### config.mk
export PLATFORM = sky130hd
export DESIGN_NAME = axi_ar_arbiter
export DESIGN_NICKNAME = d
export VERILOG_FILES = /design/src/rtl/axi_ar_arbiter.sv
export SDC_FILE = /design/constraint.sdc
export NUM_CORES = 1
export LEC_CHECK = 0
export CAP_MARGIN = 10
export CORE_MARGIN = 8
export CORE_UTILIZATION = 25
export DETAILED_ROUTE_END_ITERATION = 16
export HOLD_SLACK_MARGIN = 0.05
export SLEW_MARGIN = 20
export SYNTH_ARGS = -nofsm -noshare
export SYNTH_HDL_FRONTEND = slang
export SYNTH_SLANG_ARGS = --single-unit
### constraint.sdc
create_clock -name clk -period 3.6 [get_ports clk]
set_clock_uncertainty 0.1 [all_clocks]
set_input_delay 0.54 -clock clk [delete_from_list [all_inputs] [get_ports clk]]
set_output_delay 0.54 -clock clk [all_outputs]
set_load 0.005 [all_outputs]
### src/rtl/axi_ar_arbiter.sv
// rtl/axi_ar_arbiter.sv - round-robin AR channel arbiter with per-ID outstanding read tracking
module axi_ar_arbiter #(
    parameter int MAX_OUTS = 2
) (
    input  logic        clk,
    input  logic        reset,
    input  logic        inst_req,
    input  logic [31:0] inst_addr,
    input  logic [1:0]  inst_size,
    output logic        inst_addr_ok,
    input  logic        data_req,
    input  logic [31:0] data_addr,
    input  logic [1:0]  data_size,
    output logic        data_addr_ok,
    output logic [3:0]  arid,
    output logic [31:0] araddr,
    output logic [7:0]  arlen,
    output logic [2:0]  arsize,
    output logic [1:0]  arburst,
    output logic        arvalid,
    input  logic        arready,
    input  logic [3:0]  rid,
    input  logic        rlast,
    input  logic        rvalid,
    input  logic        rready,
    output logic [2:0]  inst_outs,
    output logic [2:0]  data_outs
);

    typedef enum logic {
        IDLE = 1'b0,
        SEND = 1'b1
    } state_t;

    // last_grant encoding: 0 = instruction port, 1 = data port
    localparam logic       GRANT_INST = 1'b0;
    localparam logic       GRANT_DATA = 1'b1;
    localparam logic [2:0] MAX_CNT    = 3'(MAX_OUTS);

    state_t state;
    logic   last_grant;
    logic   inst_elig;
    logic   data_elig;
    logic   grant_inst;
    logic   grant_data;
    logic   r_retire;
    logic   retire_inst;
    logic   retire_data;
    logic   unused_rid;

    assign arlen   = 8'd0;
    assign arburst = 2'b01;

    // Only rid[0] distinguishes the two requesters; upper ID bits are never issued.
    assign unused_rid = ^rid[3:1];

    // Eligibility and round-robin grant; the port not granted last wins a tie.
    always_comb begin
        inst_elig  = inst_req && (inst_outs < MAX_CNT);
        data_elig  = data_req && (data_outs < MAX_CNT);
        grant_inst = 1'b0;
        grant_data = 1'b0;
        if (state == IDLE) begin
            if (inst_elig && data_elig) begin
                grant_data = (last_grant == GRANT_INST);
                grant_inst = (last_grant == GRANT_DATA);
            end else begin
                grant_inst = inst_elig;
                grant_data = data_elig;
            end
        end
    end

    assign inst_addr_ok = grant_inst;
    assign data_addr_ok = grant_data;

    // A retire at zero count is a spurious beat and is dropped here.
    assign r_retire    = rvalid && rready && rlast;
    assign retire_inst = r_retire && !rid[0] && (inst_outs != 3'd0);
    assign retire_data = r_retire &&  rid[0] && (data_outs != 3'd0);

    // AR issue FSM: latch the winner on grant, hold until the AR handshake.
    always_ff @(posedge clk or posedge reset) begin
        if (reset) begin
            state      <= IDLE;
            last_grant <= GRANT_INST;
            arvalid    <= 1'b0;
            araddr     <= 32'd0;
            arid       <= 4'd0;
            arsize     <= 3'd0;
        end else begin
            case (state)
                IDLE: begin
                    if (grant_data) begin
                        araddr     <= data_addr;
                        arsize     <= {1'b0, data_size};
                        arid       <= 4'd1;
                        arvalid    <= 1'b1;
                        last_grant <= GRANT_DATA;
                        state      <= SEND;
                    end else if (grant_inst) begin
                        araddr     <= inst_addr;
                        arsize     <= {1'b0, inst_size};
                        arid       <= 4'd0;
                        arvalid    <= 1'b1;
                        last_grant <= GRANT_INST;
                        state      <= SEND;
                    end
                end
                SEND: begin
                    if (arvalid && arready) begin
                        arvalid <= 1'b0;
                        state   <= IDLE;
                    end
                end
                default: state <= IDLE;
            endcase
        end
    end

    // Instruction in-flight counter: grant increments, retire decrements, both cancel.
    always_ff @(posedge clk or posedge reset) begin
        if (reset) begin
            inst_outs <= 3'd0;
        end else if (grant_inst && !retire_inst) begin
            inst_outs <= inst_outs + 3'd1;
        end else if (retire_inst && !grant_inst) begin
            inst_outs <= inst_outs - 3'd1;
        end
    end

    // Data in-flight counter: grant increments, retire decrements, both cancel.
    always_ff @(posedge clk or posedge reset) begin
        if (reset) begin
            data_outs <= 3'd0;
        end else if (grant_data && !retire_data) begin
            data_outs <= data_outs + 3'd1;
        end else if (retire_data && !grant_data) begin
            data_outs <= data_outs - 3'd1;
        end
    end

endmodule
Yosys cells after proc, flatten, opt, wreduce, memory -nomap -nowiden. Cells that the tools add are included.

Register bits after elaboration: 48. Output and inout bits: 58. Logic and storage cells: 68.

Add/subtract/negate cells: 4. $lt $le $gt $ge: 2. Equality and inequality tests: 2. Multiplexer cells: 24. Bitwise operators: 2. Reductions and logical operators: 26.

Operator list (count): two-way mux 32 bit (2); two-way mux 3 bit (6); logical AND 1 bit (14); two-way mux 1 bit (12); two-way mux 4 bit (2); adder 3 x 1 -> 3 bit, second input constant (2); less-than comparator 3 x 2 -> 1 bit, second input constant (2); nonzero test 2 bit (3); nonzero test 3 bit (2); subtractor 3 x 1 -> 3 bit, second input constant (2); zero test 1 bit (5); case mux 1 bit (2 select lines) (2); AND reduction 2 bit (2); inequality test 3 bit, second input constant (1); inequality test 2 x 1 -> 1 bit, second input constant (1); inverter 1 bit (2).

Longest topological paths before layout.
Depth after elaboration: 9. Gate-level depth with buffers: 12. Depth with buffers taken out: 9.

Worst setup path before layout. Ideal clock, no wire load.

Kind: input-to-reg. Start: input port inst_req. End: register inst_outs[2]. Setup time: 79 ps. Data arrival time: 2652 ps. Setup slack: 769 ps. Stages on the path: 12. Path buffers: 3. Path through: or4b_1 > buf_2 > or2_1 > buf_6 > buf_6 > inv_1 > ha_1 > inv_1 > fa_1 > xor2_1 > nor2_1 > xor2_1.

Cells in the longest elaborated chain, start to end: 7. Elaborated cells between the ends (all ways): 9. Classes of those cells: mux (3); reduce/logical (6).

Ends and longest elaborated chain: start: declaration (RTL line 7) `input logic inst_req,`; logical AND 1 bit * (RTL line 59) `inst_elig = inst_req && (inst_outs < MAX_CNT);`; logical AND 1 bit (RTL line 64) `if (inst_elig && data_elig) begin`; two-way mux 1 bit * (RTL line 64); two-way mux 1 bit * (RTL line 63) `if (state == IDLE) begin`; named net inst_addr_ok (RTL line 10) `output logic inst_addr_ok,`; zero test 1 bit (RTL line 127) `end else if (retire_inst && !grant_inst) begin`; logical AND 1 bit (RTL line 127); nonzero test 2 bit (no source line); end signal: assignment (RTL line 126) `inst_outs <= inst_outs + 3'd1;`; end signal: assignment (RTL line 128) `inst_outs <= inst_outs - 3'd1;`; end: declaration (RTL line 26) `output logic [2:0] inst_outs,`.

The timed path passes the listed nets; every way through them passes the cells marked *. A chain may end at the register's enable or synchronous reset.

Worst setup path after layout.
Start: input port inst_req. End: output port inst_addr_ok.

Cells in the longest elaborated chain, start to end: 4.

Ends and longest elaborated chain (RTL line): logical AND 1 bit * (59); logical AND 1 bit (64); two-way mux 1 bit * (64); two-way mux 1 bit * (63); end: declaration (10).

Every way passes the cells marked *; elsewhere a longest branch is shown, timed or not.

==> results_dict.tcl <==
set metrics [dict create \
    die_area_um2 12100 \
    drive_gt1_share_pct 6.48 \
    grt_pass1_vias 2111 \
    total_power_w 0.00263 \
    syn-cell-area_um2 2220 \
    rsz0062_at_grt "false" \
    startpoint_type "input port" \
    synthArstFlopShare_pct 100 \
    ys_seq_area_share_pct 48.5 \
    dp.cells 393 \
    fillers 856 \
    ant_nets 0 \
    ys_warn_count 0 \
    status "finished, final reports clean" \
    gp_congestion 0.703 \
    fmax_mhz 340 \
    numCtsBuffers 5 \
    synth_most_common_cell "dfrtp_1" \
    sequential_cell_area_um2 1080 \
    initial_core_util_pct 25.5 \
    post_cts_buffers 0 \
    critPathMaxStageDelay_ns 0.50 \
    slew_viol_final 0 \
    wire_per_inst_um 17.8 \
    die_y_um 110 \
    n_antenna_cell 0 \
    synth-xor-area-share_pct 2.37 \
    cp_slowest_cell "clkdlybuf4s50_1" \
    netlist_top_cells_area "dfrtp_1 (49%), o221a_1 (15%), nand3b_1 (12%)" \
    crit_path_end_kind "primary output" \
    ys.flop_type "dfrtp_1" \
    drc_errors 0 \
    gr-total-overflow 0 \
    finalHoldViolCount 0 \
    yosysTopAreaCellShare_pct 48.5 \
    grt_pass1_wl_um 11100 \
    p_per_area_nw_per_um2 743 \
    synth_edf_count 0 \
    netlist_top_cells_count "dfrtp_1 (43), nand3b_1 (34), o221a_1 (29)" \
    hpwl_um 4970 \
    cts_resized 0 \
    fin_crit_sh_pct 81.7 \
    ctsHoldBuffers 0 \
    ys_types 28 \
    nets 376 \
    coreArea_um2 8680 \
    slew-limit-headroom_pct 38.1 \
    p_leak_nw 1.38 \
    cp.buffers_inverters 3 \
    portBuffers 120 \
    htree_levels 2 \
    cap_viol_max_count 0 \
    wl_um 7140 \
    insertion_delay_ns 0.28 \
    critPathTopFamily "buffers and inverters" \
    syn_avg_cell_area_um2 12.3 \
    critical_path_arrival_ns 2.30 \
    antenna_found_initial 0 \
    worst_pin_slew_ns 0.926 \
    setup_viol 0 \
    grt_max_degree 44 \
    synthMuxAreaShare_pct 1.02 \
    worst-setup-path-type "input port to primary output" \
    std_cell_rows 34 \
    routed_via_density 4.72 \
    synthAdderAreaFrac_pct 2.93 \
    io_pins 138 \
    min_path_type "flop to flop" \
    worstPathRequired_ns 2.96 \
    vdd_drop_max_mv 0.399 \
    dr.pass1.iters 4 \
    clk_root_buffer_cell "clkbuf_8" \
    crit_path_frequent_cell "clkdlybuf4s50_1" \
    period_minus_slack_ns 2.94 \
    crit_fanout 2 \
    yosys.area_share.simple_pct 15.3 \
    drt-initial-drc-count 57 \
    vias 1891 \
    grt_use_total_pct 11.7 \
    final_cells 401 \
    syn2layout_area_growth_pct 59.8 \
    synthCells 180 \
    clkTransAtPathRegs_ns 0.07 \
    synth_top_family_by_area "compound AO/OA/AOI/OAI gates" \
    clockBufferDepth 2 \
    multiInputGateArea_um2 948 \
    tns_ns 0 \
    cts.sinks 43 \
    synth_largest_area_cell "dfrtp_1" \
    synth_seq_cells 43 \
    cp_cell_sequence "clkdlybuf4s50_1 -> or4b_1 -> or2_1 -> inv_1 -> clkdlybuf4s50_1" \
    cts_tree "done" \
    synth_compound_gate_area_share_pct 18.8 \
    die_w_um 110 \
]
flip-flops by register name, summed over array words and instances, names as in the netlist:
register / flops
arid: 1
arvalid: 1
arsize: 2
data_outs: 3
state: 1
araddr: 32
inst_outs: 3
power by group:
part	internal [W]	switching (W)
clock network	0.000277	0.000167
logic	0.000850	0.000451
registers	0.000722	0.000163
cell families (layout without fill, tap and decap cells):
| family | after synthesis | in the layout |
|---|---|---|
| AOI/OAI and AO/OA | 38 | 38 |
| xor gates and xnor gates | 6 | 6 |
| adders and majority gates | 4 | 4 |
| buffers and inverters | 36 | 137 |
| DFF | 43 | 43 |
| muxes | 2 | 2 |
| other | 2 | 14 |
| and+or+nand+nor | 49 | 49 |
area by class of cell:
cell class | instances | area share [%]
Inverter | 5 | 0.530
Sequential cell | 43 | 30.4
Clock inverter | 2 | 1.70
Tap cell | 108 | 3.81
Clock buffer | 6 | 2.05
Timing Repair Buffer | 124 | 34.8
Multi-Input combinational cell | 113 | 26.8
path summary, 6_finish.rpt:
path	startpoint	endpoint	slack (ns)	cells past startpoint
max	inst_req	inst_addr_ok	0.66	5
min	state	arvalid	0.42	1
max reg2reg	data_outs[2]	data_outs[2]	1.10	9
min reg2reg	state	arvalid	0.42	1
max in group asynchronous	reset	arvalid	2.16	2
min in group asynchronous	reset	araddr[11]	0.67	2
metal layers:
metal / track usage (%) / routed length, µm / vias up
li1: - / - / 875
met1: 14.3 / 3070 / 917
met2: 19.3 / 3280 / 91
met3: 4.01 / 726 / 8
met4: 2.85 / 61 / 0
met5: 0 / 0 / -
cells in the final DEF, fill, tap and decap left out, types with 3 or more instances in the layout:
cell type        netlist  routed
nand2_1                3       3
o221a_1               29      29
dfrtp_1               43      43
buf_4                 16       4
o221a_2                5       5
xor2_1                 4       4
conb_1                 2      14
inv_1                  5       4
clkbuf_8               0       5
nand3b_1              34      34
clkdlybuf4s50_1        0     120
nor2_1                 4       4
worst register-to-register path, delay by kind of cell (launching register included):
family                     cells  cell delay [ns]
buffers and inverters          2             0.13
and+or+nand+nor                2             0.69
xor gates and xnor gates       2             0.30
AOI/OAI and AO/OA              1             0.21
adders and majority gates      2             0.55
DFF                            1             0.45
through the flow:
stage / hold WS, ns / cell area, µm² / setup slack (ns) / utilization [%]
CTS: 0.436 / 3540 / 0.642 / 40.8
finish: 0.422 / 3540 / 0.657 / 40.8
detailed placement: 0.425 / 3410 / 0.581 / 39.3
global route: 0.447 / 3540 / 0.566 / 40.8
global placement: 0.412 / 3410 / 0.616 / 39.3
floorplan: 0.353 / 2260 / 0.769 / -
Note: power is estimated with default switching activity, not from simulation.
